File: config.mk
export PLATFORM = sky130hd
export DESIGN_NAME = uart_apb_master
export DESIGN_NICKNAME = d
export VERILOG_FILES = /design/src/rtl/uart_apb_master.sv
export SDC_FILE = /design/constraint.sdc
export NUM_CORES = 1
export LEC_CHECK = 0
export ABC_AREA = 1
export BUFFER_PORTS_ARGS = -buffer_cell sky130_fd_sc_hd__buf_4
export CAP_MARGIN = 20
export CORE_MARGIN = 2
export CORE_UTILIZATION = 29
export DETAILED_ROUTE_END_ITERATION = 16
export GPL_ROUTABILITY_DRIVEN = 0
export PLACE_DENSITY = 0.6
export SLEW_MARGIN = 25
export SYNTH_ARGS = -nofsm -noshare
export SYNTH_HDL_FRONTEND = slang
export SYNTH_SLANG_ARGS = --single-unit
File: constraint.sdc
create_clock -name clock -period 3.49 [get_ports clock]
set_input_delay 0.349 -clock clock [delete_from_list [all_inputs] [get_ports clock]]
set_output_delay 0.349 -clock clock [all_outputs]
set_load 0.01 [all_outputs]
File: src/rtl/uart_apb_master.sv
// Command-driven APB requester: parses opcode/address/data frames from a UART byte stream,
// performs one APB transfer, and returns a status byte (plus read data) over a UART Tx handshake.
module uart_apb_master #(
  parameter int unsigned ADDR_WIDTH = 16,
  parameter int unsigned DATA_WIDTH = 32,
  parameter int unsigned TIMEOUT    = 255
) (
  input  logic                  clock,
  input  logic                  reset,
  input  logic                  i_Rx_DV,
  input  logic [7:0]            i_Rx_Byte,
  output logic                  o_Tx_DV,
  output logic [7:0]            o_Tx_Byte,
  input  logic                  i_Tx_Done,
  output logic [ADDR_WIDTH-1:0] paddr,
  output logic                  psel,
  output logic                  penable,
  output logic                  pwrite,
  output logic [DATA_WIDTH-1:0] pwdata,
  input  logic [DATA_WIDTH-1:0] prdata,
  input  logic                  pready,
  input  logic                  pslverr,
  output logic                  o_busy
);

  localparam int unsigned AddrBytes = ADDR_WIDTH / 8;
  localparam int unsigned DataBytes = DATA_WIDTH / 8;
  localparam int unsigned CntW      = 3;
  localparam int unsigned WaitW     = $clog2(TIMEOUT + 1);

  localparam logic [7:0] OpWrite   = 8'h57;
  localparam logic [7:0] OpRead    = 8'h52;
  localparam logic [7:0] StatOk    = 8'h4B;
  localparam logic [7:0] StatErr   = 8'h45;
  localparam logic [7:0] StatTmo   = 8'h54;

  typedef enum logic [2:0] {StIdle, StAddr, StData, StSetup, StAccess, StResp} state_e;

  state_e                state_q;
  logic                  write_q;
  logic [CntW-1:0]       byte_cnt_q;
  logic [ADDR_WIDTH-1:0] addr_q;
  logic [DATA_WIDTH-1:0] wdata_q;
  logic [DATA_WIDTH-1:0] rdata_q;
  logic [WaitW-1:0]      wait_q;
  logic [CntW-1:0]       resp_left_q;
  logic                  tx_pend_q;
  logic                  psel_q;
  logic                  penable_q;
  logic                  tx_dv_q;
  logic [7:0]            tx_byte_q;

  always_ff @(posedge clock or negedge reset) begin
    if (!reset) begin
      state_q     <= StIdle;
      write_q     <= 1'b0;
      byte_cnt_q  <= '0;
      addr_q      <= '0;
      wdata_q     <= '0;
      rdata_q     <= '0;
      wait_q      <= '0;
      resp_left_q <= '0;
      tx_pend_q   <= 1'b0;
      psel_q      <= 1'b0;
      penable_q   <= 1'b0;
      tx_dv_q     <= 1'b0;
      tx_byte_q   <= '0;
    end else begin
      tx_dv_q <= 1'b0;
      unique case (state_q)
        StIdle: begin
          if (i_Rx_DV && (i_Rx_Byte == OpWrite || i_Rx_Byte == OpRead)) begin
            write_q    <= (i_Rx_Byte == OpWrite);
            byte_cnt_q <= '0;
            state_q    <= StAddr;
          end
        end
        StAddr: begin
          if (i_Rx_DV) begin
            addr_q <= (addr_q << 8) | ADDR_WIDTH'(i_Rx_Byte);
            if (byte_cnt_q == CntW'(AddrBytes - 1)) begin
              byte_cnt_q <= '0;
              if (write_q) begin
                state_q <= StData;
              end else begin
                state_q <= StSetup;
                psel_q  <= 1'b1;
              end
            end else begin
              byte_cnt_q <= byte_cnt_q + CntW'(1);
            end
          end
        end
        StData: begin
          if (i_Rx_DV) begin
            wdata_q <= (wdata_q << 8) | DATA_WIDTH'(i_Rx_Byte);
            if (byte_cnt_q == CntW'(DataBytes - 1)) begin
              byte_cnt_q <= '0;
              state_q    <= StSetup;
              psel_q     <= 1'b1;
            end else begin
              byte_cnt_q <= byte_cnt_q + CntW'(1);
            end
          end
        end
        StSetup: begin
          penable_q <= 1'b1;
          wait_q    <= '0;
          state_q   <= StAccess;
        end
        StAccess: begin
          // pready is checked first so it wins over a coincident timeout
          if (pready) begin
            psel_q      <= 1'b0;
            penable_q   <= 1'b0;
            tx_pend_q   <= 1'b0;
            tx_byte_q   <= pslverr ? StatErr : StatOk;
            resp_left_q <= (!write_q && !pslverr) ? CntW'(DataBytes) : '0;
            if (!write_q) rdata_q <= prdata;
            state_q     <= StResp;
          end else if (wait_q == WaitW'(TIMEOUT - 1)) begin
            psel_q      <= 1'b0;
            penable_q   <= 1'b0;
            tx_pend_q   <= 1'b0;
            tx_byte_q   <= StatTmo;
            resp_left_q <= '0;
            state_q     <= StResp;
          end else begin
            wait_q <= wait_q + WaitW'(1);
          end
        end
        StResp: begin
          if (!tx_pend_q) begin
            tx_dv_q   <= 1'b1;
            tx_pend_q <= 1'b1;
          end else if (i_Tx_Done) begin
            tx_pend_q <= 1'b0;
            if (resp_left_q == '0) begin
              state_q <= StIdle;
            end else begin
              tx_byte_q   <= rdata_q[DATA_WIDTH-1 -: 8];
              rdata_q     <= rdata_q << 8;
              resp_left_q <= resp_left_q - CntW'(1);
            end
          end
        end
        default: state_q <= StIdle;
      endcase
    end
  end

  assign paddr     = addr_q;
  assign pwdata    = wdata_q;
  assign pwrite    = write_q;
  assign psel      = psel_q;
  assign penable   = penable_q;
  assign o_Tx_DV   = tx_dv_q;
  assign o_Tx_Byte = tx_byte_q;
  assign o_busy    = (state_q != StIdle);

endmodule

==> results of run 1 <==
-- metrics by stage --
stage / utilization (%) / area (um2) / hold slack (ps)
after CTS: 37.5 / 6270 / 218
after global routing: 37.6 / 6270 / 97.2
after global placement: 35.8 / 5990 / 440
after detailed placement: 35.8 / 5990 / 445
after floorplan: - / 4970 / 53.4
final: 37.6 / 6270 / 30.5
-- logic make-up (layout without fill, tap and decap cells) --
logic type               after synthesis  after routing
adder cells (fa/ha/maj)                8              8
AO/OA/AOI/OAI                        106            106
flip-flops                           110            110
XOR/XNOR                               3              3
AND/OR/NAND/NOR                      207            207
multiplexers                          30             30
buffers and inverters                 94            201
-- layout by cell type, fill, tap and decap left out --
cell,count
o22ai_1,1
dfrtp_1,110
o21bai_1,1
xnor2_1,1
xor2_1,2
clkinvlp_4,1
inv_6,1
buf_6,1
inv_2,2
nor3_1,1
nand2_1,145
clkinv_4,3
a21oi_1,8
nor2_1,27
mux2_2,30
o21ai_0,89
inv_1,71
nand3_1,25
o211ai_1,1
nand3b_1,1
nor2_2,1
clkbuf_16,9
nand2_2,3
o21ai_1,5
inv_8,1
buf_4,111
nand4_1,4
a21oi_4,1
clkbuf_1,1
ha_1,8
-- path summary, 6_finish.rpt --
kind | end | slack [ps] | cells past startpoint
max | rdata_q[2]$_DFFE_PN0P_ | 1460 | 8
min reg2reg | o_Tx_DV$_DFF_PN0_ | 450 | 1
min | paddr[8]$_DFFE_PN0P_ | 30 | 1
min in group clock | rdata_q[5]$_DFFE_PN0P_ | 230 | 3
max in group asynchronous | pwdata[26]$_DFFE_PN0P_ | 2700 | 2
max reg2reg | rdata_q[2]$_DFFE_PN0P_ | 1460 | 8
-- layout make-up --
| type | count | share of cell area (%) |
|---|---|---|
| clock buffers | 10 | 3.65 |
| clock inverters | 6 | 0.857 |
| inverters | 73 | 4.37 |
| multi-input cells | 354 | 29.4 |
| flip-flops and latches | 110 | 43.9 |
| well taps | 220 | 4.39 |
| repair buffers | 112 | 13.5 |
-- layer usage --
layer,vias up,wire length (um),global-route usage [%]
met3,10,468,3.12
met2,66,5340,20.0
met1,1778,5200,17.8
met5,-,0,0
met4,0,145,4.34
li1,1987,-,-
-- power groups by stage --
stage               sequential, uW  combinational [uW]  clock, uW
floorplan                     2180                 982          0
global placement              2120                1810          0
detailed placement            2130                1840          0
CTS                           2100                1850       1020
global route                  2170                2070       1060
finish                        2100                1810        984
-- flip-flops by register name, indices dropped and copies added, names as in the netlist --
register / count
pwdata: 32
rdata_q: 32
paddr: 16
o_Tx_Byte: 8
wait_q: 8
byte_cnt_q: 3
resp_left_q: 3
state_q: 3
o_Tx_DV: 1
penable: 1
psel: 1
pwrite: 1
tx_pend_q: 1
-- critical path, delay by kind of cell (launching register included) --
family / cells / cell delay, ps
AOI/OAI and AO/OA: 2 / 240
and+or+nand+nor: 4 / 700
DFF: 1 / 430
buffers and inverters: 2 / 550
==> results.json, run 1 <==
{
  "fp.dieH_um": 135,
  "synth-xor-area-share_pct": 0.528,
  "synth-seq-cells": 110,
  "synthSimpleGateAreaFrac_pct": 16.7,
  "grt_util_all_layers_pct": 12.9,
  "final_cells": 885,
  "wire_per_inst_um": 12.6,
  "switching_power_uw": 1790,
  "cts.hold.buffers_added": 0,
  "place.detailed.hpwl_um": 7920,
  "slew_violations": 0,
  "setup_violations": 0,
  "cts_resized": 0,
  "grt_max_degree": 81,
  "status": "complete, no violations",
  "ys_seq_area_share_pct": 55.4,
  "row_count": 47,
  "synth_most_common_cell": "nand2_1",
  "crit_chain": "inv_1 -> nand2_1 -> nor2_2 -> nand3_1 -> a21oi_4 -> buf_4 -> nand3_1 -> o21ai_0",
  "ir_worst_vdd_mv": 0.277,
  "seqPwrFrac_pct": 42.9,
  "netlist_instances": 558,
  "syn_avg_cell_area_um2": 8.91,
  "synth-main-ff-cell": "dfrtp_1",
  "synth_top_family_by_area": "simple AND/OR/NAND/NOR gates",
  "syn-num-nets": 612,
  "die-area_mm2": 0.0182,
  "timing.rr.start": "state_q[0]$_DFFE_PN0P_",
  "period_share_pct": 58.2,
  "drcViolationCount": 0,
  "setup_ws_ps": 1460,
  "synthArstFlopShare_pct": 100,
  "rsz0062_at_grt": "no",
  "place_ws_ps": 1370,
  "clk_path_buf_depth": 2,
  "drv_cap": 0,
  "yosys.area_share.adder_pct": 2.01,
  "synth.area.mux_share_pct": 6.79,
  "root_buffer": "clkbuf_16",
  "critPathSlowestCell": "buf_4",
  "synth_area_mm2": 0.00497,
  "skew_ps": 5.71,
  "first_global_vias": 3664,
  "post-cts-setup-buffers": 0,
  "vias": 3841,
  "dr.pass1.iters": 4,
  "overflow": 0,
  "required_ps": 3760,
  "combPwrFrac_pct": 37.0,
  "fin_crit_ps": 2030,
  "seq_area_mm2": 0.00275,
  "clk-insertion-delay-late_ps": 350,
  "fill_cells": 1742,
  "routed_wl_um": 11100,
  "path_clk_slew_ps": 70,
  "synthTopCellsByArea": "dfrtp_1 (55%), nand2_1 (11%), o21ai_0 (9.0%)",
  "numCtsBuffers": 9,
  "worst_ep_arrival_time_ps": 2300,
  "startpoint": "state_q[0]$_DFFE_PN0P_",
  "yosys-top-cells-count": "nand2_1 (147), dfrtp_1 (110), o21ai_0 (89), inv_1 (71), mux2_2 (30)",
  "antenna_found_initial": 0,
  "critPathMaxStageDelay_ps": 450,
  "cp_common_cell": "nand3_1",
  "p_leak_uw": 0.00324,
  "die_w_um": 135,
  "max-slew-margin-rel_pct": 50.6,
  "drive_above_1_share_pct": 24.7,
  "ys_types": 25,
  "ys_warn_count": 0,
  "setup_tns_ps": 0,
  "clockPowerShare_pct": 20.1,
  "io_pins": 107,
  "grt_pass1_wl_um": 18700,
  "diodes": 0,
  "dp_cells": 869,
  "viasPerCell": 4.34,
  "hold_viol": 0,
  "synth_compound_area_share_pct": 11.0,
  "antenna_left": 0,
  "cts_tree": "built",
  "drtIter0Drc": 201,
  "multi_input_area_mm2": 0.00185,
  "h-tree-depth": 3,
  "min_path_type": "in -> async",
  "criticalPathCategory": "reg -> reg",
  "p_total_uw": 4900,
  "yosysTopAreaCell": "dfrtp_1",
  "worst_pin_slew_ps": 741,
  "port-buffer-count": 106,
  "start_util_pct": 29.8,
  "crit_fanout": 64,
  "nets": 714,
  "fmax_mhz": 493,
  "pwr_density_cell_mw_per_mm2": 780,
  "syn_to_final_growth_pct": 26.2,
  "synth_edf_count": 0,
  "end_kind": "flip-flop",
  "cts.sinks": 110,
  "start_kind": "flip-flop",
  "intPower_uw": 3110,
  "netSwitchingFraction_pct": 36.6,
  "yosysTopAreaCellShare_pct": 55.4,
  "core_mm2": 0.0167
}
No activity file was read; power rests on OpenSTA's default activity.
==> inputs of run 2 (changes only) <==
--- a/config.mk
+++ b/config.mk
@@ -12,7 +12,7 @@
 export CORE_UTILIZATION = 29
 export DETAILED_ROUTE_END_ITERATION = 16
 export GPL_ROUTABILITY_DRIVEN = 0
-export PLACE_DENSITY = 0.6
+export PLACE_DENSITY = 0.62
 export SLEW_MARGIN = 25
 export SYNTH_ARGS = -nofsm -noshare
 export SYNTH_HDL_FRONTEND = slang
==> constraint.sdc (replaced) <==
create_clock -name clock -period 1.7 [get_ports clock]
set_input_delay 0.17 -clock clock [delete_from_list [all_inputs] [get_ports clock]]
set_output_delay 0.17 -clock clock [all_outputs]
set_load 0.01 [all_outputs]
==> results.json, run 2 (synthesized netlist as in run 1, its figures left out) <==
{
  "core_mm2": 0.0167,
  "first_global_vias": 3810,
  "slew_violations": 0,
  "diodes": 0,
  "row_count": 47,
  "p_leak_uw": 0.00338,
  "required_ps": 1530,
  "drtIter0Drc": 289,
  "fin_crit_ps": 1610,
  "criticalPathCategory": "reg -> out",
  "place.detailed.hpwl_um": 8020,
  "viasPerCell": 4.39,
  "numCtsBuffers": 9,
  "drcViolationCount": 0,
  "grt_max_degree": 111,
  "end_kind": "output port",
  "path_clk_slew_ps": 80,
  "start_kind": "flip-flop",
  "antenna_found_initial": 0,
  "port-buffer-count": 106,
  "nets": 730,
  "wire_per_inst_um": 13.2,
  "min_path_type": "in -> reg",
  "ir_worst_vdd_mv": 0.651,
  "seq_area_mm2": 0.00275,
  "die_w_um": 135,
  "final_cell_mix": "nand2_1 (144), buf_4 (118), dfrtp_1 (109)",
  "postLayoutCellArea_mm2": 0.00661,
  "root_buffer": "clkbuf_16",
  "cts.sinks": 110,
  "place_ws_ps": -14.5,
  "grt_util_all_layers_pct": 13.4,
  "post-route-util_pct": 39.6,
  "fmax_mhz": 623,
  "skew_ps": 9.88,
  "routed_wl_um": 11900,
  "fp.dieH_um": 135,
  "die-area_mm2": 0.0182,
  "clk-insertion-delay-late_ps": 360,
  "rsz0062_at_grt": "yes",
  "pwr_density_cell_mw_per_mm2": 1640,
  "status": "complete, no violations",
  "antenna_left": 0,
  "drive_above_1_share_pct": 27.9,
  "vias": 3958,
  "start_util_pct": 29.8,
  "clk_path_buf_depth": 2,
  "final_common_cell": "nand2_1",
  "h-tree-depth": 3,
  "grt_pass1_wl_um": 19400,
  "hold_viol": 0,
  "syn_to_final_growth_pct": 32.9,
  "cts_tree": "built",
  "multi_input_area_mm2": 0.00191,
  "dr.pass1.iters": 4,
  "period_share_pct": 94.5,
  "io_pins": 107,
  "overflow": 0,
  "setup_ws_ps": 94.0,
  "max-slew-margin-rel_pct": 59.9,
  "worst_ep_arrival_time_ps": 1440,
  "fill_cells": 1720,
  "worst_hold_slack_ps": 41.6,
  "setup_violations": 0,
  "placed_area_mm2": 0.00612,
  "drv_cap": 0,
  "crit_fanout": 5,
  "worst_pin_slew_ps": 602
}
## run 2: worst paths after layout
path                                              from                       to  depth (start not counted)  slack [ps]
worst max-delay path            state_q[0]$_DFFE_PN0P_                   o_busy                          6          90
worst min-delay path                         prdata[2]   rdata_q[2]$_DFFE_PN0P_                          3          40
worst max register to register  state_q[1]$_DFFE_PN0P_  rdata_q[25]$_DFFE_PN0P_                         11         110
worst min register to register   tx_pend_q$_DFFE_PN0P_        o_Tx_DV$_DFF_PN0_                          1         480
max in group asynchronous                        reset   state_q[0]$_DFFE_PN0P_                          3         810
min in group asynchronous                        reset    paddr[13]$_DFFE_PN0P_                          3         430
## run 2: repair_timing
action / CTS / global route
cloned: 0 / 3
endpoints found under the setup margin: 4 / 36
hold buffers: 1 / 0
resized for setup: 2 / 17
setup buffers: 0 / 2
endpoints found under the hold margin: 110 / 0
pin swaps: 0 / 2
## run 2: per-layer routing
metal | vias to the layer above | share of wire [%] | wire [um] | GRT usage [%]
li1 | 2021 | - | - | -
met1 | 1855 | 46 | 5450 | 18.1
met2 | 64 | 48 | 5740 | 21.0
met3 | 18 | 4.0 | 480 | 3.45
met4 | 0 | 2.1 | 254 | 4.92
met5 | - | 0 | 0 | 0
## run 2: critical path, cell delays in order, from the launching register on
cell and delay, ps:
dfrtp_2 440, inv_1 90, nand2_2 90, buf_4 160
nor2_4 90, inv_1 60, buf_4 150
## run 2: power breakdown
part | leakage (uW) | switching, uW | internal (uW)
Clock | 0.000160 | 1050 | 1320
Sequential | 0.00138 | 618 | 3690
Combinational | 0.00184 | 2220 | 1920
Total | 0.00338 | 3890 | 6930
## run 2: final cells by class
class / instances / share of cell area (%)
Sequential cell: 110 / 41.7
Clock inverter: 7 / 1.57
Inverter: 73 / 4.19
Clock buffer: 9 / 3.41
Multi-Input combinational cell: 355 / 28.8
Timing Repair Buffer: 127 / 16.1
Tap cell: 220 / 4.17
## run 2: stage by stage
| stage | setup TNS [ps] | total power (uW) | std cells |
|---|---|---|---|
| 2_1_floorplan | 0 | 6480 | 558 |
| 3_3_place_gp | 0 | 8220 | 879 |
| 3_5_place_dp | -16.7 | 8310 | 879 |
| 4_1_cts | 0 | 10800 | 896 |
| 5_1_grt | -129 | 11700 | 901 |
| 6_report | 0 | 10800 | 901 |
